--- config.mk ---
export PLATFORM = sky130hd
export DESIGN_NAME = rs232_frame_parser
export DESIGN_NICKNAME = d
export VERILOG_FILES = /design/src/rtl/rs232_frame_parser.sv
export SDC_FILE = /design/constraint.sdc
export NUM_CORES = 1
export LEC_CHECK = 0
export BUFFER_PORTS_ARGS = -buffer_cell sky130_fd_sc_hd__buf_2
export CAP_MARGIN = 20
export CORE_UTILIZATION = 50
export DETAILED_ROUTE_END_ITERATION = 10
export PLACE_DENSITY = 0.78
export SYNTH_ARGS = -nofsm -noshare
export SYNTH_HDL_FRONTEND = slang
export SYNTH_SLANG_ARGS = --single-unit
--- constraint.sdc ---
create_clock -name clk -period 2.95 [get_ports clk]
set_clock_uncertainty 0.2 [all_clocks]
set_input_delay 0.1475 -clock clk [delete_from_list [all_inputs] [get_ports clk]]
set_output_delay 0.1475 -clock clk [all_outputs]
set_load 0.005 [all_outputs]
--- src/rtl/rs232_frame_parser.sv ---
// rs232_frame_parser
// Assembles HEADER/CMD/LEN/payload/CSUM command frames from the byte stream
// delivered by the UART receiver. Payload bytes are streamed out as they
// arrive. The frame verdict is reported once the checksum byte is seen.
// An inter-byte idle timer aborts frames that stall.
module rs232_frame_parser #(
  parameter logic [7:0]  HEADER      = 8'hAA,
  parameter int unsigned MAX_LEN     = 16,
  parameter int unsigned TIMEOUT_CYC = 104_166
) (
  input  logic       clk,
  input  logic       rst_n,
  input  logic [7:0] pi_data,
  input  logic       pi_flag,
  output logic [7:0] pay_data,
  output logic       pay_valid,
  output logic [7:0] pay_idx,
  output logic [7:0] cmd_out,
  output logic       frame_ok,
  output logic       frame_err,
  output logic [1:0] err_code
);

  typedef enum logic [2:0] {
    S_IDLE,
    S_CMD,
    S_LEN,
    S_PAYLOAD,
    S_CSUM
  } state_e;

  typedef enum logic [1:0] {
    ERR_NONE    = 2'd0,
    ERR_LEN     = 2'd1,
    ERR_CSUM    = 2'd2,
    ERR_TIMEOUT = 2'd3
  } err_e;

  localparam logic [7:0]  MAX_LEN_B  = 8'(MAX_LEN);
  localparam logic [19:0] TIMER_LAST = 20'(TIMEOUT_CYC - 1);

  state_e      state_q, state_d;
  logic [7:0]  cmd_q, cmd_d;
  logic [7:0]  sum_q, sum_d;
  logic [7:0]  len_q, len_d;
  logic [7:0]  cnt_q, cnt_d;
  logic [19:0] timer_q, timer_d;

  logic [7:0]  pay_data_q, pay_data_d;
  logic        pay_valid_q, pay_valid_d;
  logic [7:0]  pay_idx_q, pay_idx_d;
  logic [7:0]  cmd_out_q, cmd_out_d;
  logic        frame_ok_q, frame_ok_d;
  logic        frame_err_q, frame_err_d;
  logic [1:0]  err_code_q, err_code_d;

  // A strobe arriving in the expiry cycle wins, so the timeout needs silence.
  logic timeout_hit;
  logic last_pay;

  assign timeout_hit = (state_q != S_IDLE) && !pi_flag && (timer_q == TIMER_LAST);
  assign last_pay    = (cnt_q == len_q - 8'd1);

  // State register.
  always_ff @(posedge clk or negedge rst_n) begin
    // NOTE: sequential blocks use non-blocking (<=) so every register samples
    // the pre-edge values, independent of statement order.
    if (!rst_n) state_q <= S_IDLE;
    else        state_q <= state_d;
  end

  // Next-state logic: advances only on byte strobes, or falls back to IDLE on timeout.
  always_comb begin
    // NOTE: every combinational output gets a default first so no path leaves
    // it unassigned, which would infer a latch.
    state_d = state_q;
    if (pi_flag) begin
      case (state_q)
        S_IDLE:    if (pi_data == HEADER) state_d = S_CMD;
        S_CMD:     state_d = S_LEN;
        S_LEN: begin
          if (pi_data > MAX_LEN_B)  state_d = S_IDLE;
          else if (pi_data == 8'd0) state_d = S_CSUM;
          else                      state_d = S_PAYLOAD;
        end
        S_PAYLOAD: if (last_pay) state_d = S_CSUM;
        S_CSUM:    state_d = S_IDLE;
        default:   state_d = S_IDLE;
      endcase
    end else if (timeout_hit) begin
      state_d = S_IDLE;
    end
  end

  // Datapath and output next values: checksum, payload counter, idle timer, pulses.
  always_comb begin
    cmd_d       = cmd_q;
    sum_d       = sum_q;
    len_d       = len_q;
    cnt_d       = cnt_q;
    timer_d     = timer_q + 20'd1;
    pay_data_d  = pay_data_q;
    pay_idx_d   = pay_idx_q;
    pay_valid_d = 1'b0;
    cmd_out_d   = cmd_out_q;
    frame_ok_d  = 1'b0;
    frame_err_d = 1'b0;
    err_code_d  = err_code_q;

    if (pi_flag || state_q == S_IDLE) timer_d = '0;

    if (pi_flag) begin
      case (state_q)
        S_CMD: begin
          cmd_d = pi_data;
          sum_d = pi_data;
        end
        S_LEN: begin
          if (pi_data > MAX_LEN_B) begin
            frame_err_d = 1'b1;
            err_code_d  = ERR_LEN;
          end else begin
            sum_d = sum_q + pi_data;
            len_d = pi_data;
            cnt_d = '0;
          end
        end
        S_PAYLOAD: begin
          pay_data_d  = pi_data;
          pay_idx_d   = cnt_q;
          pay_valid_d = 1'b1;
          sum_d       = sum_q + pi_data;
          cnt_d       = cnt_q + 8'd1;
        end
        S_CSUM: begin
          if (pi_data == sum_q) begin
            frame_ok_d = 1'b1;
            cmd_out_d  = cmd_q;
          end else begin
            frame_err_d = 1'b1;
            err_code_d  = ERR_CSUM;
          end
        end
        default: ;
      endcase
    end else if (timeout_hit) begin
      frame_err_d = 1'b1;
      err_code_d  = ERR_TIMEOUT;
      timer_d     = '0;
    end
  end

  // Datapath and output registers, all cleared by reset.
  always_ff @(posedge clk or negedge rst_n) begin
    if (!rst_n) begin
      cmd_q       <= '0;
      sum_q       <= '0;
      len_q       <= '0;
      cnt_q       <= '0;
      timer_q     <= '0;
      pay_data_q  <= '0;
      pay_valid_q <= 1'b0;
      pay_idx_q   <= '0;
      cmd_out_q   <= '0;
      frame_ok_q  <= 1'b0;
      frame_err_q <= 1'b0;
      err_code_q  <= ERR_NONE;
    end else begin
      cmd_q       <= cmd_d;
      sum_q       <= sum_d;
      len_q       <= len_d;
      cnt_q       <= cnt_d;
      timer_q     <= timer_d;
      pay_data_q  <= pay_data_d;
      pay_valid_q <= pay_valid_d;
      pay_idx_q   <= pay_idx_d;
      cmd_out_q   <= cmd_out_d;
      frame_ok_q  <= frame_ok_d;
      frame_err_q <= frame_err_d;
      err_code_q  <= err_code_d;
    end
  end

  assign pay_data  = pay_data_q;
  assign pay_valid = pay_valid_q;
  assign pay_idx   = pay_idx_q;
  assign cmd_out   = cmd_out_q;
  assign frame_ok  = frame_ok_q;
  assign frame_err = frame_err_q;
  assign err_code  = err_code_q;

endmodule

# After elaboration in Yosys (flattened, before gate mapping)
# Index checks and enable logic that the tools add are counted.
[op_classes] n_shift=0 addsub=4 n_mux=29 multipliers=0 n_reduce_logical=18 n_bitwise=1 div=0 order_cmp=1 eq_ne=14
[ops] op="2-to-1 mux 20 bit" count=3
[ops] op="one-hot mux 8 bit (3 select lines)" count=1
[ops] op="adder 20 x 1 -> 20 bit (second input constant)" count=1
[ops] op="== test 20 x 17 -> 1 bit (second input constant)" count=1
[ops] op="2-to-1 mux 3 bit" count=6
[ops] op="== test 8 bit" count=2
[ops] op="2-to-1 mux 8 bit" count=2
[ops] op="one-hot mux 8 bit (2 select lines)" count=1
[ops] op="AND reduction 3 bit" count=5
[ops] op="inequality test 3 bit (second input constant)" count=4
[ops] op="one-hot mux 3 bit (4 select lines)" count=1
[ops] op="2-to-1 mux 1 bit" count=9
[ops] op="adder 8 x 1 -> 8 bit (second input constant)" count=1
[ops] op="adder 8 bit" count=1
[ops] op="== test 8 bit (second input constant)" count=1
[ops] op="greater-than comparator 8 x 5 -> 1 bit (second input constant)" count=1
[ops] op="logical NOT 8 bit" count=1
[ops] op="2-to-1 mux 2 bit" count=4
[ops] op="subtractor 8 x 1 -> 8 bit (second input constant)" count=1
[ops] op="== test 3 x 2 -> 1 bit (second input constant)" count=2
[ops] op="nonzero test 3 bit" count=2
[ops] op="one-hot mux 2 bit (2 select lines)" count=1
[ops] op="AND reduction 2 bit" count=2
[ops] op="AND reduction 4 bit" count=1
[ops] op="11 further kinds" count=13
[totals] out_inout_bits=29 inputBits=11 ram_bits=0 reg_bits=84 mem_bits_ro=0 elab_cells=80 latchBits=0 n_memories=0

# Logic depth before layout (Yosys ltp)
# Gate-level depths: netlist of run 1.
[depth] word_depth=5 depth_mapped=9 ltp_nobuf=9

# Worst setup path before layout of run 1
# Ideal clock, no wire load.
[synth_timing] path_kind="register to register" startpoint="register sum_q[6]" endpoint="register cmd_out_q[0], in the netlist cmd_out[0]" slack_ns=0.812 required_time_ns=2.625 synth_period_minus_slack_ns=2.138 stages_incl_launch_ff=7 n_path_buf=0 setup_time_ns=0.125 t_arrival_ns=1.814 cell_sequence="dfrtp_1 ha_1 nor4_1 nand2_1 nor4_2 nand4_2 mux2_2"
[synth_between] elab_chain_len=2
[synth_lines] element="start, declared" line_no="44" source="logic [7:0] sum_q, sum_d;"
[synth_lines] element="start signal, assigned" line_no="170" source="sum_q <= sum_d;"
[synth_lines] element="== test 8 bit" line_no="136" source="if (pi_data == sum_q) begin"
[synth_lines] element="AND reduction 3 bit (no line)"
[synth_lines] element="end signal, assigned" line_no="177" source="cmd_out_q <= cmd_out_d;"
[synth_lines] element="end, declared" line_no="52" source="logic [7:0] cmd_out_q, cmd_out_d;"
# No other way between the ends.
# A chain may end at the register's enable or synchronous reset.

# Worst setup path in the final report of run 1
[layout_timing] startpoint="input pi_data[4]" endpoint="register cmd_out_q[6], in the netlist cmd_out[6]"
[layout_between] elab_chain_len=2
[layout_lines] element="start, declared" line_no="13" source="input logic [7:0] pi_data,"
[layout_lines] element="== test 8 bit" line_no="136"
[layout_lines] element="AND reduction 3 bit (no line)"
# No other way between the ends.

==> results of run 1 <==
-- tightest hold or removal path, cell delays in order --
cell and delay, ps:
buf_2 190, nor3_1 110, nor2_1 90, a21oi_1 70
-- final cells by class --
class,instances,area [µm²]
timing repair buffer,52,330
clock inverter,4,75.1
multi-input combinational,318,2050
inverter,14,52.6
fill,722,3380
clock buffer,10,138
tap,105,131
sequential,84,2100
-- synth_stat cells (all sizes together), types with 3 or more instances --
master / count
inv: 13
and3: 5
nor2b: 7
nand4: 13
dfrtp: 84
or3: 3
buf: 11
and2: 4
ha: 11
o21ai: 15
nand3: 10
a21oi: 16
xnor2: 18
nand2: 75
mux2i: 4
nand2b: 4
mux2: 19
nor2: 44
nor3b: 3
xor2: 19
nor3: 13
clkbuf: 6
nor4: 4
-- where the power goes --
part	internal [W]	switching [W]
registers	0.00143	0.000247
clock network	0.000491	0.000415
logic	0.000581	0.000697
-- registers in the layout, summed over array words and instances, names as in the netlist --
register   cells
timer_q       20
cmd_out        8
cmd_q          8
cnt_q          8
len_q          8
pay_data       8
pay_idx        8
sum_q          8
state_q        3
err_code       2
frame_err      1
frame_ok       1
pay_valid      1
-- per-stage QoR --
step | power (W) | area, µm² | hold slack, ps | instances | utilization (%)
after floorplan | 0.00259 | 4280 | -348 | 433 | -
after global placement | 0.00289 | 4550 | 192 | 563 | 55.1
after detailed placement | 0.00295 | 4550 | 209 | 563 | 55.1
after CTS | 0.00386 | 4850 | 64.6 | 586 | 58.8
after global routing | 0.00412 | 4870 | 116 | 587 | 59.0
final | 0.00386 | 4870 | 80.5 | 587 | 59.0
-- timing repair --
action                                  4_1_cts  5_1_grt
endpoints found under the setup margin        0        0
resized for setup                             0        0
hold buffers                                  9        0
hold endpoints to repair                    102        0
-- path summary, 6_finish.rpt --
path / to / startpoint
setup / recovery: cmd_out[6] / pi_data[4]
hold / removal: err_code[0] / pi_flag
max in group asynchronous: len_q[6] / rst_n
hold reg to reg: pay_data[0] / pay_data[0]
setup reg to reg: cmd_out[6] / sum_q[4]
min in group asynchronous: pay_data[6] / rst_n
-- layer usage --
metal | vias up | global-route usage [%] | wire [µm]
met1 | 1574 | 30.8 | 4190
met5 | - | 0 | 0
met2 | 77 | 33.3 | 4160
met3 | 15 | 4.83 | 426
met4 | 0 | 8.21 | 153
li1 | 1568 | - | -
-- logic make-up (layout without fill, tap and decap cells) --
kind of cell               Yosys count  after routing  synth area share [%]
adders and majority gates           12             12                  3.68
DFF                                 84             84                  49.1
buffers and inverters               31             80                  3.07
and+or+nand+nor                    200            200                  23.5
xor gates and xnor gates            37             37                  7.57
AOI/OAI and AO/OA                   46             46                  7.14
muxes                               23             23                  5.94
==> qor.yml, run 1 <==
status:
  status: "completed"
sta:
  rsz0062_at_grt: "false"
  finalHoldViolations: 0
  worst_pin_slew_ps: 663
  period_share_pct: 87.4
  min_period_ps: 2580
  fin_ws_ps: 371
  fmax_mhz: 388
  slew_violations: 0
  setup_violations: 0
  relSlewSlack_pct: 55.6
  fin_setup_tns_ps: 0
clock_network:
  cts_sinks: 84
  cts_tree: "done"
  cts_buffers: 9
  ctsRootBufferMaster: "clkbuf_8"
  clock_latency_ps: 360
  path_clk_slew_ps: 80
  clock_path_buffers: 2
  cts-htree-levels: 3
  cts_setup_buffers: 0
setup_path:
  cp.required_ps: 3000
  crit_path_start_kind: "input port"
  crit_arrival_ps: 2630
  path_cells: "dlygate4sd3_1 > buf_2 > ha_1 > nor4_1 > nand2_1 > nor4_2 > nand4_2 > mux2_2"
  cp_slowest_cell: "dlygate4sd3_1"
  cp_top_family: "simple AND/OR/NAND/NOR gates"
  path_depth: 8
  worstSetupEndpointType: "register"
  cp_slowest_stage_delay_ps: 550
  worstSetupPathType: "input port to register"
  reg2reg_slack_ps: 560
  cp_num_buf_inv: 2
  crit_fanout: 9
  r2r_cells: 6
synthesis:
  synthCells: 433
  synth_fp_nets: 456
  ys_ff_latch: 84
  synth_cell_types: 57
  synth_area_um2: 4280
  synth_top_area_share_pct: 49.1
  synth_edf_count: 0
  ys_top_cells_by_area: "dfrtp_1 (49%), nand2_1 (6.6%), mux2_2 (5.0%)"
  yosysWarnings: 0
  synthArstFlopShare_pct: 100
  synth_ff_type: "dfrtp_1"
  ys_seq_area_share_pct: 49.1
  yosysTopAreaCell: "dfrtp_1"
  synth_area_per_cell_um2: 9.88
floorplan:
  core_um2: 8260
  die_w_um: 94.5
  die_y_um: 94.5
  rows: 33
  dieArea_um2: 8930
  initial_core_util_pct: 51.8
  io_pins: 40
routing:
  wire_per_inst_um: 15.2
  dr_total_vias: 3234
  via_per_inst: 5.51
  ant_nets: 0
  drc: 0
  routed_wirelength_um: 8920
  drt-initial-drc-count: 275
  dr.pass1.iters: 4
global_routing:
  grt_pass1_wl_um: 15000
  antenna_found_initial: 0
  grt.total_usage_pct: 21.9
  grt_remaining_overflow: 0
  grt_max_degree: 85
  grt_pass1_vias: 3149
place:
  dp_hpwl_um: 6010
  gp_congestion: 0.918
  pre_cts_slack_ps: 558
  portBuffers: 39
finish:
  antenna_cells: 0
  drive_gt1_share_pct: 17.6
  fin_nets: 502
  area_growth_pct: 13.9
  final_cell_mix: "dfrtp_1 (84), nand2_1 (75), nor2_1 (43)"
  layout_commonest_cell: "dfrtp_1"
power:
  p_per_area_nw_per_um2: 791
  p_leak_nw: 2.32
  peakVddDrop_uv: 418
run:
  maxCapViolations: 0
worst_hold_path:
  worstHoldPathCells: 4
  holdCritPathClass: "input port to register"
(Power assumes the default switching activity.)
==> run 2, diff against run 1 <==
--- a/config.mk
+++ b/config.mk
@@ -6,7 +6,6 @@
 export NUM_CORES = 1
 export LEC_CHECK = 0
 export BUFFER_PORTS_ARGS = -buffer_cell sky130_fd_sc_hd__buf_2
-export CAP_MARGIN = 20
 export CORE_UTILIZATION = 50
 export DETAILED_ROUTE_END_ITERATION = 10
 export PLACE_DENSITY = 0.78
==> constraint.sdc (replaced) <==
create_clock -name clk -period 3.3 [get_ports clk]
set_clock_uncertainty 0.2 [all_clocks]
set_input_delay 0.165 -clock clk [delete_from_list [all_inputs] [get_ports clk]]
set_output_delay 0.165 -clock clk [all_outputs]
set_load 0.005 [all_outputs]
==> run 2 against run 1 <==
  * Cell area shrank 1.2%
  * Via count grew 1.4%
  * Clock power shrank 26%
  * First-iteration DRC count shrank 20%
  * Power shrank 14%
  * Register-to-register slack gained 360 ps
  * Worst setup slack gained 400 ps
  * Sequential power shrank 10%
  * Die area is the same
  * Clock-buffer cell count shrank 1
  * Worst hold slack gained 48 ps
  * Non-clock buffer count shrank 1
  * Critical endpoint is now cmd_out[7]
==> qor.yml, run 2 (synthesis gave the netlist of run 1 again) <==
sta:
  period_share_pct: 76.7
  fin_setup_tns_ps: 0  # unchanged
  relSlewSlack_pct: 30.3  # -25 points
  setup_violations: 0  # unchanged
  min_period_ps: 2530
  whs_ps: 128  # +47.7 ps
  finalHoldViolations: 0  # unchanged
  rsz0062_at_grt: "false"
  worst_pin_slew_ps: 1050  # +383 ps
  fin_ws_ps: 768  # +397 ps
  fmax_mhz: 395
  slew_violations: 0  # unchanged
routing:
  ant_nets: 0  # unchanged
  wire_per_inst_um: 15.4  # +1.6%
  routed_wirelength_um: 9080  # +1.8%
  via_per_inst: 5.58  # +1.2%
  dr_total_vias: 3279  # +1.4%
  drc: 0  # unchanged
  dr.pass1.iters: 4  # unchanged
  drt-initial-drc-count: 221  # -20%
setup_path:
  path_cells: "dlygate4sd3_1 > buf_2 > ha_1 > nor4_1 > nand2_1 > nor4_2 > nand4_2 > mux2_2"
  cp_slowest_stage_delay_ps: 530  # -20 ps
  r2r_cells: 6  # unchanged
  worstSetupPathType: "input port to register"
  cp_num_buf_inv: 2  # unchanged
  r2r-start: "sum_q[6]"
  crit_fanout: 9  # unchanged
  crit_path_start_kind: "input port"
  crit_arrival_ps: 2580  # -50 ps
  cp.required_ps: 3350  # +350 ps
  cp_top_family: "simple AND/OR/NAND/NOR gates"
  reg2reg_slack_ps: 920  # +360 ps
  cp_slowest_cell: "dlygate4sd3_1"
  worstSetupEndpointType: "register"
  rr_endpoint: "cmd_out[7]"
global_routing:
  grt_util_met2_pct: 35.3  # +2.0 points
  grt_max_degree: 85  # unchanged
  antenna_found_initial: 0  # unchanged
  grt_remaining_overflow: 0  # unchanged
  busiest_layer: "met2"
  globalRouteMet1Util_pct: 29.6  # -1.2 points
  grt.total_usage_pct: 21.9  # about the same
  grt_util_met3_pct: 4.59  # -0.24 points
  grt_pass1_vias: 3201  # +1.7%
  grt_pass1_wl_um: 15000  # about the same
floorplan:
  core_um2: 8260  # unchanged
  initial_core_util_pct: 51.8  # unchanged
  dieArea_um2: 8930  # unchanged
  die_w_um: 94.5  # unchanged
  io_pins: 40  # unchanged
  die_y_um: 94.5  # unchanged
  rows: 33  # unchanged
clock_network:
  clock_latency_ps: 360  # about the same
  cts-htree-levels: 3  # unchanged
  cts_setup_buffers: 0  # unchanged
  clock_path_buffers: 2  # unchanged
  cts_sinks: 84  # unchanged
  cts_tree: "done"
  cts_buffers: 9  # unchanged
  ctsRootBufferMaster: "clkbuf_8"
  path_clk_slew_ps: 90  # about the same
finish:
  antenna_cells: 0  # unchanged
  final_cell_mix: "dfrtp_1 (84), nand2_1 (75), nor2_1 (43)"
  fin_nets: 501  # -0.20%
  largest_register: "timer_q"
  fin_util_pct: 58.3  # -0.70 points
  area_growth_pct: 12.6
  layout_commonest_cell: "dfrtp_1"
  drive_gt1_share_pct: 17.8  # +0.17 points
  largest_reg_flops: 20  # unchanged
power:
  p_per_area_nw_per_um2: 690  # -13%
  peakVddDrop_uv: 429  # +2.7%
  p_leak_nw: 2.30  # -1.0%
place:
  pre_cts_slack_ps: 913  # +356 ps
  portBuffers: 39  # unchanged
  dp_hpwl_um: 6310  # +5.0%
  gp_congestion: 0.843  # -8.2%
worst_hold_path:
  holdCritPathClass: "input port to register"
  hp-start: "pi_flag"
  holdPathEnd: "frame_ok"
  worstHoldPathCells: 3  # -1
run:
  maxCapViolations: 0  # unchanged
status:
  status: "completed"
-- run 2: cell types whose count changed in the layout (fill, tap and decap cells not counted), sizes merged --
cell | previous run | this run
clkinv | 1 | 4
inv | 13 | 15
bufinv | 2 | 0
buf | 43 | 42
clkbuf | 10 | 9
-- run 2: per-layer routing --
layer | routed length (µm) | vias up
li1 | - | 1571
met1 | 4110 | 1628
met2 | 4440 | 72
met3 | 456 | 8
met4 | 74 | 0
met5 | 0 | -
-- run 2: worst max-delay path by stage --
stage | from | to | cells past startpoint | slack [ps]
after floorplan | sum_q[6] | cmd_out[0] | 6 | 1160
after global placement | sum_q[6] | cmd_out[6] | 6 | 970
after detailed placement | sum_q[6] | cmd_out[7] | 6 | 910
after CTS | pi_data[4] | cmd_out[7] | 8 | 760
after global routing | pi_data[4] | cmd_out[7] | 8 | 630
final | pi_data[4] | cmd_out[7] | 8 | 770
-- run 2: repair_timing --
item / in CTS / in global routing
endpoints found under the setup margin: 0 / 0
hold endpoints to repair: 100 / 0
hold buffers: 9 / 0
resized for setup: 0 / 0
-- run 2: worst register-to-register path: stages, from the launching register on --
cell and delay [ps]:
dfrtp_1 400, ha_1 340, nor4_1 290, nand2_1 90
nor4_2 260, nand4_2 320, mux2_2 370
-- run 2: cell type report --
cell class / instances / area [µm²]
Clock inverter: 7 / 51.3
Clock buffer: 9 / 124
Tap cell: 105 / 131
Multi-Input combinational cell: 318 / 2050
Timing Repair Buffer: 51 / 310
Inverter: 14 / 52.6
Sequential cell: 84 / 2100
Fill cell: 724 / 3440
-- run 2: through the flow --
step / cells / area [µm²] / power, W
after global routing: 588 / 4820 / 0.00356
after floorplan: 433 / 4280 / 0.00231
after CTS: 588 / 4820 / 0.00335
after detailed placement: 563 / 4550 / 0.00266
final: 588 / 4820 / 0.00332
after global placement: 563 / 4550 / 0.00259
-- run 2: power by group --
group          internal, W  total, W  switching [W]
Combinational     0.000517   0.00115       0.000631
Sequential         0.00127   0.00150       0.000228
Clock             0.000277  0.000673       0.000396
==> run 3, diff against run 2 <==
==> constraint.sdc (replaced) <==
create_clock -name clk -period 2.5 [get_ports clk]
set_clock_uncertainty 0.2 [all_clocks]
set_input_delay 0.125 -clock clk [delete_from_list [all_inputs] [get_ports clk]]
set_output_delay 0.125 -clock clk [all_outputs]
set_load 0.005 [all_outputs]
==> run 3 against run 2 <==
  * Die area unchanged
  * Worst hold slack got worse by 120 ps
  * Sequential power increased by 33%
  * Critical endpoint is now sum_q[7]
  * Largest power group unchanged
==> qor.yml, run 3 (synthesis gave the netlist of run 1 again) <==
routing:
  dr.pass1.iters: 5  # +1
  drt-initial-drc-count: 220  # -0.45%
  ant_nets: 0  # unchanged
  dr_total_vias: 3304  # +0.76%
  wire_per_inst_um: 15.6  # +0.81%
  routed_wirelength_um: 9270  # +2.0%
  drc: 0  # unchanged
  via_per_inst: 5.55  # -0.42%
sta:
  fin_setup_tns_ps: 0  # unchanged
  period_share_pct: 96.3
  setup_violations: 0  # unchanged
  finalHoldViolations: 0  # unchanged
  relSlewSlack_pct: 60.9  # +31 points
  worst_pin_slew_ps: 579  # -467 ps
  fmax_mhz: 415
  min_period_ps: 2410
  rsz0062_at_grt: "false"
  slew_violations: 0  # unchanged
finish:
  fin_nets: 508  # +1.4%
  layout_commonest_cell: "dfrtp_1"
  largest_register: "timer_q"
  largest_reg_flops: 20  # unchanged
  finalInstanceArea_um2: 4950  # +2.8%
  antenna_cells: 0  # unchanged
  n_fill_cell: 683  # -5.7%
  area_growth_pct: 15.7
  drive_gt1_share_pct: 19.2  # +1.4 points
  final_cell_mix: "dfrtp_1 (84), nand2_1 (75), nor2_1 (43)"
setup_path:
  worstSetupEndpointType: "register"
  crit_fanout: 7  # -2
  r2r_cells: 6  # unchanged
  crit_arrival_ps: 2460  # -120 ps
  r2r-start: "sum_q[6]"
  worstSetupPathType: "input port to register"
  cp.required_ps: 2550  # -800 ps
  crit_path_start_kind: "input port"
  rr_endpoint: "cmd_out[1]"
  reg2reg_slack_ps: 130  # -790 ps
clock_network:
  cts-htree-levels: 3  # unchanged
  clock_latency_ps: 350  # about the same
  ctsRootBufferMaster: "clkbuf_8"
  clock_path_buffers: 2  # unchanged
  cts_buffers: 9  # unchanged
  cts_sinks: 84  # unchanged
  cts_tree: "done"
  path_clk_slew_ps: 90  # about the same
global_routing:
  grt_remaining_overflow: 0  # unchanged
  grt_pass1_wl_um: 15400  # +2.8%
  antenna_found_initial: 0  # unchanged
  grt.total_usage_pct: 22.6  # +0.66 points
  grt_max_degree: 45  # -47%
  grt_pass1_vias: 3254  # +1.7%
place:
  gp_congestion: 0.916  # +8.6%
  portBuffers: 39  # unchanged
  dp_hpwl_um: 6520  # +3.3%
  placed_cell_area_um2: 4620  # +1.4%
power:
  pwr-share-clk_pct: 23.2  # +3.0 points
  peakVddDrop_uv: 637  # +48%
  p_leak_nw: 2.36  # +2.7%
  p_seq_share_pct: 42.7  # -2.5 points
  p_per_area_nw_per_um2: 939  # +36%
  p_sw_share_pct: 35.6  # -2.2 points
  internal_power_w: 0.00300  # +45%
  power_switching_w: 0.00165  # +32%
  combPwrFrac_pct: 34.1  # -0.4 points
floorplan:
  io_pins: 40  # unchanged
  rows: 33  # unchanged
  die_w_um: 94.5  # unchanged
  dieArea_um2: 8930  # unchanged
  die_y_um: 94.5  # unchanged
  initial_core_util_pct: 51.8  # unchanged
  core_um2: 8260  # unchanged
status:
  status: "completed"
worst_hold_path:
  worstHoldPathCells: 3  # unchanged
  hp-start: "pi_flag"
  holdCritPathClass: "input port to register"
  holdPathEnd: "frame_ok"
run:
  maxCapViolations: 0  # unchanged
[run 3: worst max-delay path by stage]
stage,to,from,slack [ps],depth (start not counted)
floorplan,cmd_out[0],sum_q[6],360,6
finish,sum_q[7],pi_data[2],90,9
global placement,cmd_out[6],sum_q[6],190,6
global route,sum_q[6],pi_data[0],5,11
CTS,cmd_out[3],pi_data[0],50,8
detailed placement,cmd_out[3],sum_q[6],70,6
[run 3: layer usage]
metal  vias up  global-route usage, %  wire length (µm)
met5         -                      0                 0
met2        86                   35.8              4460
met1      1625                   31.0              4250
met3        20                   4.11               387
li1       1573                      -                 -
met4         0                   8.46               170
[run 3: power groups by stage]
| stage | clock network (W) | logic [W] | registers, W |
|---|---|---|---|
| floorplan | 0 | 0.00116 | 0.00190 |
| global placement | 0 | 0.00146 | 0.00199 |
| detailed placement | 0 | 0.00153 | 0.00200 |
| CTS | 0.00110 | 0.00156 | 0.00198 |
| global route | 0.00116 | 0.00178 | 0.00203 |
| finish | 0.00108 | 0.00158 | 0.00199 |
[run 3: what timing repair did]
| item | 4_1_cts | 5_1_grt |
|---|---|---|
| setup endpoints to repair | 0 | 9 |
| hold buffers | 9 | 0 |
| setup buffers | 0 | 0 |
| gates resized for setup | 0 | 5 |
| endpoints found under the hold margin | 66 | 0 |
[run 3: critical path, stage by stage]
cell           delay [ps]
dlygate4sd3_1         540
buf_2                 200
ha_1                  410
nand3_1               120
o2111a_1              280
nor3_4                240
a21oi_1               100
or3_1                 320
o211a_1               110
[run 3: area by class of cell]
| class | instances | area (µm²) | area share, % |
|---|---|---|---|
| multi-input combinational | 318 | 2060 | 41.6 |
| clock inverter | 5 | 85.1 | 1.72 |
| sequential | 84 | 2100 | 42.4 |
| clock buffer | 11 | 141 | 2.85 |
| inverter | 14 | 52.6 | 1.06 |
| timing repair buffer | 58 | 378 | 7.63 |
| tap | 105 | 131 | 2.65 |
[run 3: metrics by stage]
step	instances	utilization, %	hold WS (ps)	setup slack, ps	total power, W
2_1_floorplan	433	-	-371	362	0.00305
3_3_place_gp	570	55.9	-52.4	190	0.00345
3_5_place_dp	570	55.9	-46.6	67.8	0.00353
4_1_cts	595	59.7	47.8	50.4	0.00464
5_1_grt	595	60.0	25.0	5.20	0.00497
6_report	595	60.0	7.19	91.7	0.00465
